===== src/rtl/rv_fetch.sv =====
// rv_fetch: RV32 instruction-fetch stage.
// Owns the PC, issues single-outstanding word reads on the instruction bus and
// presents {instr, pc, pc+4} to decode through an output slot backed by a
// one-entry skid buffer. A redirect flushes both slots. An in-flight read is
// then completed and discarded in DROP.
module rv_fetch #(
   parameter logic [31:0] RESET_VECTOR = 32'h0000_0000
) (
   input  logic        i_clk,
   input  logic        i_reset_n,
   input  logic        i_stall,
   input  logic        i_pc_sel,
   input  logic [31:0] i_pc_target,
   output logic [31:0] o_bus_addr,
   output logic        o_bus_req,
   input  logic        i_bus_ack,
   input  logic [31:0] i_bus_data,
   output logic        o_valid,
   output logic [31:0] o_instr,
   output logic [31:0] o_pc,
   output logic [31:0] o_pc_plus4
);

   localparam logic [0:0] ST_RUN  = 1'b0;
   localparam logic [0:0] ST_DROP = 1'b1;
   localparam logic [31:0] NOP    = 32'h0000_0013;

   logic [0:0]  state_q, state_d;
   logic [31:0] pc_q, pc_d;
   logic [31:0] drop_addr_q, drop_addr_d;
   logic        pend_q, pend_d;          // request issued, not yet acked (RUN)
   logic        started_q;               // first cycle after reset has passed
   logic        skid_valid_q, skid_valid_d;
   logic [31:0] skid_instr_q, skid_instr_d;
   logic [31:0] skid_pc_q, skid_pc_d;
   logic        out_valid_q, out_valid_d;
   logic [31:0] out_instr_q, out_instr_d;
   logic [31:0] out_pc_q, out_pc_d;
   logic [31:0] out_pc_plus4_q, out_pc_plus4_d;

   logic        bus_req;
   logic        ack_acc;
   logic        consume;
   logic        slot_free;
   logic [31:0] target;
   logic        unused_target_lsbs;

   assign target             = {i_pc_target[31:2], 2'b00};
   assign unused_target_lsbs = ^i_pc_target[1:0];

   // Bus request: DROP always holds its request until the ack; RUN requests
   // while the skid has room or a request is already on the bus.
   assign bus_req   = started_q & ((state_q == ST_DROP) | ~skid_valid_q | pend_q);
   assign ack_acc   = bus_req & i_bus_ack;
   assign consume   = out_valid_q & ~i_stall;
   assign slot_free = ~out_valid_q | consume;

   assign o_bus_req  = bus_req;
   assign o_bus_addr = (state_q == ST_DROP) ? drop_addr_q : pc_q;
   assign o_valid    = out_valid_q;
   assign o_instr    = out_instr_q;
   assign o_pc       = out_pc_q;
   assign o_pc_plus4 = out_pc_plus4_q;

   // Next-state logic: redirect first, then DROP draining, then normal fetch.
   always_comb begin
      // NOTE: every next-state signal gets its hold value first so no path
      // through this block leaves it unassigned, which would infer a latch.
      state_d        = state_q;
      pc_d           = pc_q;
      drop_addr_d    = drop_addr_q;
      pend_d         = pend_q;
      skid_valid_d   = skid_valid_q;
      skid_instr_d   = skid_instr_q;
      skid_pc_d      = skid_pc_q;
      out_valid_d    = out_valid_q;
      out_instr_d    = out_instr_q;
      out_pc_d       = out_pc_q;
      out_pc_plus4_d = out_pc_plus4_q;

      if (i_pc_sel) begin
         pc_d         = target;
         out_valid_d  = 1'b0;
         skid_valid_d = 1'b0;
         pend_d       = 1'b0;
         if (bus_req && !i_bus_ack) begin
            // The in-flight read must finish at its original address.
            state_d     = ST_DROP;
            drop_addr_d = o_bus_addr;
         end else begin
            state_d = ST_RUN;
         end
      end else if (state_q == ST_DROP) begin
         if (ack_acc) begin
            state_d = ST_RUN;
         end
      end else begin
         pend_d = bus_req & ~i_bus_ack;
         if (ack_acc) begin
            pc_d = pc_q + 32'd4;
         end
         if (slot_free) begin
            if (skid_valid_q) begin
               // Skid drains first to keep program order.
               out_valid_d    = 1'b1;
               out_instr_d    = skid_instr_q;
               out_pc_d       = skid_pc_q;
               out_pc_plus4_d = skid_pc_q + 32'd4;
               skid_valid_d   = ack_acc;
               if (ack_acc) begin
                  skid_instr_d = i_bus_data;
                  skid_pc_d    = pc_q;
               end
            end else if (ack_acc) begin
               out_valid_d    = 1'b1;
               out_instr_d    = i_bus_data;
               out_pc_d       = pc_q;
               out_pc_plus4_d = pc_q + 32'd4;
            end else begin
               out_valid_d = 1'b0;
            end
         end else if (ack_acc) begin
            skid_valid_d = 1'b1;
            skid_instr_d = i_bus_data;
            skid_pc_d    = pc_q;
         end
      end
   end

   // Control and output registers with synchronous active-low reset.
   always_ff @(posedge i_clk) begin
      // NOTE: sequential state uses non-blocking assignments so every register
      // samples pre-edge values regardless of statement order.
      if (!i_reset_n) begin
         state_q        <= ST_RUN;
         pc_q           <= RESET_VECTOR;
         drop_addr_q    <= RESET_VECTOR;
         pend_q         <= 1'b0;
         started_q      <= 1'b0;
         skid_valid_q   <= 1'b0;
         out_valid_q    <= 1'b0;
         out_instr_q    <= NOP;
         out_pc_q       <= RESET_VECTOR;
         out_pc_plus4_q <= RESET_VECTOR + 32'd4;
      end else begin
         state_q        <= state_d;
         pc_q           <= pc_d;
         drop_addr_q    <= drop_addr_d;
         pend_q         <= pend_d;
         started_q      <= 1'b1;
         skid_valid_q   <= skid_valid_d;
         out_valid_q    <= out_valid_d;
         out_instr_q    <= out_instr_d;
         out_pc_q       <= out_pc_d;
         out_pc_plus4_q <= out_pc_plus4_d;
      end
   end

   // Skid payload registers.
   always_ff @(posedge i_clk) begin
      // NOTE: the skid payload is not reset; skid_valid_q alone qualifies it.
      skid_instr_q <= skid_instr_d;
      skid_pc_q    <= skid_pc_d;
   end

endmodule


===== config.mk =====
export PLATFORM = sky130hd
export DESIGN_NAME = rv_fetch
export DESIGN_NICKNAME = d
export VERILOG_FILES = /design/src/rtl/rv_fetch.sv
export SDC_FILE = /design/constraint.sdc
export NUM_CORES = 1
export LEC_CHECK = 0
export ABC_AREA = 1
export CAP_MARGIN = 20
export CORE_MARGIN = 2
export CORE_UTILIZATION = 40
export DETAILED_ROUTE_END_ITERATION = 6
export SYNTH_ARGS = -nofsm -noshare
export SYNTH_HDL_FRONTEND = slang
export SYNTH_SLANG_ARGS = --single-unit

===== constraint.sdc =====
create_clock -name i_clk -period 8.4 [get_ports i_clk]
set_clock_uncertainty 0.1 [all_clocks]
set_input_delay 2.52 -clock i_clk [delete_from_list [all_inputs] [get_ports i_clk]]
set_output_delay 2.52 -clock i_clk [all_outputs]
set_load 0.01 [all_outputs]

### Yosys cells after proc, flatten, opt, wreduce, memory -nomap -nowiden

Cells that the tools add are included.

* register bits: 229
* output and inout bits: 130
* word-level logic and storage cells: 70

* mux-type cells: 26
* bitwise logic cells: 14
* add/subtract/negate cells: 2
* equal/unequal tests: 2
* reductions and logical operators: 13

Operator list (count)
* 2-to-1 mux 32 bit: 16
* adder 32 x 3 -> 32 bit, second input constant: 2
* 2-to-1 mux 1 bit: 10
* AND reduction 2 bit: 5
* inverter 1 bit: 7
* nonzero test 2 bit: 3
* bitwise AND 1 bit: 4
* inequality test 2 bit, second input constant: 2
* AND reduction 4 bit: 1
* bitwise OR 1 bit: 3
* AND reduction 3 bit: 1
* OR reduction 2 bit: 1
* logical AND 1 bit: 1
* zero test 1 bit: 1

### Depth between registers and ports, before layout

* word-level depth: 8
* depth in mapped cells: 11
* gate-level depth less buffers: 11

### Worst setup path after synthesis

Ideal clock, no wire load.

* kind: input port to flip-flop
* start point: input i_pc_sel
* end point: register skid_instr_q[0] (enable)
* setup time: 0.559 ns
* path slack: 0.553 ns
* arrival time: 7.188 ns
* stages: 3
* path buffers: 2
* cells stage by stage: buf_2 > clkbuf_1 > nor3_1

* word-level cells in the longest chain between the ends: 2

RTL lines
* start, declared: RTL line 12 `input logic i_pc_sel,`
* inverter 1 bit (no line)
* AND reduction 3 bit (no line)
* end signal, assigned: RTL line 162 `skid_instr_q <= skid_instr_d;`
* end, declared: RTL line 34 `logic [31:0] skid_instr_q, skid_instr_d;`

No other way between the ends.
A chain may end at the register's enable or synchronous reset.

### Final worst setup path

* start point: register state_q
* end point: output o_bus_addr[10]

* word-level cells in the longest chain between the ends: 1

RTL lines
* start, declared: RTL line 28 `logic [0:0] state_q, state_d;`
* start signal, assigned: RTL line 146 `state_q <= state_d;`
* 2-to-1 mux 32 bit: RTL line 59 `assign o_bus_addr = (state_q == ST_DROP) ? drop_addr_q : pc_q;`
* end, declared: RTL line 14 `output logic [31:0] o_bus_addr,`

No other way between the ends.

==> out/metrics.cfg <==
[placed_design]
place_congestion = 0.947
io_buffers = 192
dpl.hpwl_um = 23800

[worst_hold_path]
holdCritPathClass = reg2reg
hp-start = drop_addr_q[1]

[floorplan]
num_rows = 59
initial_core_util = 0.408
die_area_um2 = 27900
core_um2 = 26100
die_w_um = 167
fp.dieH_um = 167
ios = 199

[route]
drc_errors = 0
drt_first_pass_iters = 6
viasPerCell = 5.15
drtAntennaViolNets = 0
drt-total-wl_um = 34300
wire_per_inst_um = 17.4
drt-initial-drc-count = 987
vias = 10200

[critical_path]
cp-startpoint = state_q
cp.required_ns = 5.78
crit_path_max_fanout = 67
path_cells = o21ai_0, clkdlybuf4s50_1
cp-start-kind = flip-flop
crit_type = reg2out
slowest_stage = dfxtp_2
max_stage_delay_ns = 1.00
r2r_start = state_q
cp.arrival_ns = 2.51
cp-end-kind = output port

[global_route]
grt_max_degree = 97
antenna_found_initial = 1
grt_pass1_wl_um = 52600
first_global_vias = 9219
grtUsageTotal = 0.238
grt_overflow = 0

[finish]
drive_above_1_share = 0.0525
nNetsFinal = 1690
antenna_cells = 0
syn2layout_area_growth_pct = 27.2

[synth]
yosys.area_share.adder = 0.00235
synthSimpleGateAreaFrac = 0.310
netlist_instances = 1472
synthArstFlopShare = 0
synth.distinct_cells = 37
synth_warnings = 0
synth_flop_cell = dfxtp_1
synth_top_family_by_area = simple AND/OR/NAND/NOR gates
synth_area_um2 = 10600
synthXorXnorAreaFrac = 0.0222
seq_area_frac_synth = 0.475
syn_area_per_cell_um2 = 7.22
synth-compound-area-share = 0.125
synthMuxAreaShare = 0
synth_edf_count = 62
synth-seq-cells = 221

[sta]
period_share = 0.611
slew_viol_final = 0
final.setup.tns_ns = 0
setup_viol = 0
post-route-min-period_ns = 5.13
timing.slew.headroom = 0.282
worst_slew_pin_slew_ns = 1.08
rsz0062_at_grt = no
clock.fmax_mhz = 195
hold_viol_final = 0

[clock_network]
cts_tree = done
clk_latency_ns = 0.52
htreeDepth = 1
clockRootBuffer = clkbuf_16
cts_buffers = 25
cts_resized = 0
postCtsSetupRepairBufs = 0
cts_hold_buffers = 0
clock_path_buffers = 3
clk_pin_slew_ns = 0.06
cts_num_sinks = 221

[power]
powerDensity_nw_per_um2 = 183
p_seq_frac = 0.462
intPower_uw = 1870
swShare = 0.245
p_sw_uw = 607
power.share.clock = 0.445
ir_worst_vdd_uv = 119
p_leak_uw = 0.00495
p_comb_frac = 0.093
finalPower_uw = 2480

[status]
status = finished, final reports clean

[run]
cap_violations = 0

-- power by group through the flow --
stage	combinational [uW]	clock [uW]	sequential (uW)
floorplan	112	0	1170
global placement	230	0	1170
detailed placement	230	0	1170
CTS	232	1120	1140
global route	252	1160	1150
finish	231	1100	1140
-- routing by layer --
| metal | up-vias | share of wire | global-route usage |
|---|---|---|---|
| met5 | - | 0.00026 | 0 |
| met4 | 2 | 0.026 | 0.0603 |
| met3 | 53 | 0.068 | 0.0378 |
| met2 | 381 | 0.44 | 0.360 |
| met1 | 4660 | 0.46 | 0.354 |
| li1 | 5063 | - | - |
-- cells in the final DEF, fill, tap and decap left out, types with 4 or more instances in the layout --
cell             count
a21oi_1            117
a31oi_1             16
buf_4                8
clkbuf_16           26
clkdlybuf4s50_1    191
clkinv_2             8
conb_1               4
dfxtp_1            157
edfxtp_1            62
inv_1               77
inv_2                4
nand2_1            587
nand2_2              6
nand3_1             97
nand3b_1             5
nor2_1              89
nor2_2               8
nor2_4               5
o211ai_1            14
o21a_1              11
o21ai_0             81
xnor2_1              4
xor2_1              23
-- logic make-up after synthesis --
| kind of cell | Yosys count |
|---|---|
| flip-flops | 221 |
| XOR/XNOR | 27 |
| AO/OA/AOI/OAI | 245 |
| other | 1 |
| adder cells (fa/ha/maj) | 2 |
| AND/OR/NAND/NOR | 810 |
| buffers and inverters | 166 |
-- worst paths after layout --
check                    to  slack, ns  cells past startpoint
max          o_bus_addr[10]       3.27                      2
min          drop_addr_q[1]       0.33                      2
max reg2reg         o_pc[2]       4.61                     11
min reg2reg  drop_addr_q[1]       0.33                      2
-- metrics by stage --
stage / cell area [um^2] / hold slack, ns / setup WS (ns) / utilization / std cells
5_1_grt: 13500 / 0.348 / 3.09 / 0.519 / 1972
4_1_cts: 13500 / 0.334 / 3.25 / 0.519 / 1972
3_3_place_gp: 12700 / 0.323 / 2.89 / 0.487 / 1927
2_1_floorplan: 10600 / 0.315 / 0.553 / - / 1475
6_report: 13500 / 0.333 / 3.27 / 0.519 / 1972
3_5_place_dp: 12700 / 0.325 / 2.86 / 0.487 / 1927
-- cell usage after synthesis (7+ instances only) --
cell	instances	area share
nor2_2	7	0.0041
dfxtp_1	159	0.30
xor2_1	23	0.019
a31oi_1	16	0.0094
a21oi_1	117	0.055
nand3_1	97	0.046
edfxtp_1	62	0.18
clkbuf_1	43	0.015
o211ai_1	14	0.0099
nand2_1	587	0.21
nor2_1	90	0.032
buf_2	33	0.016
o21ai_0	81	0.038
o21a_1	11	0.0078
inv_1	78	0.028
-- state kept, by name (all words and copies together) (netlist names) --
register	count
o_pc_plus4	30
o_pc	30
skid_pc_q	30
pc_q	30
o_valid	1
started_q	1
state_q	1
skid_valid_q	1
drop_addr_q	32
pend_q	1
o_instr	32
skid_instr_q	32
-- critical path: cells and delay by family (launching register included) --
family / cells / cell delay (ns)
compound gates: 1 / 0.38
buf+inv: 1 / 0.57
flops: 1 / 1.00
-- cell type report --
| cell class | count | area, um^2 |
|---|---|---|
| Clock buffer | 30 | 696 |
| Clock inverter | 15 | 133 |
| Inverter | 82 | 310 |
| Multi-Input combinational cell | 1088 | 4920 |
| Tap cell | 335 | 419 |
| Fill cell | 2568 | 12500 |
| Sequential cell | 221 | 5050 |
| Timing Repair Buffer | 201 | 2000 |
Note: power is estimated with default switching activity, not from simulation.
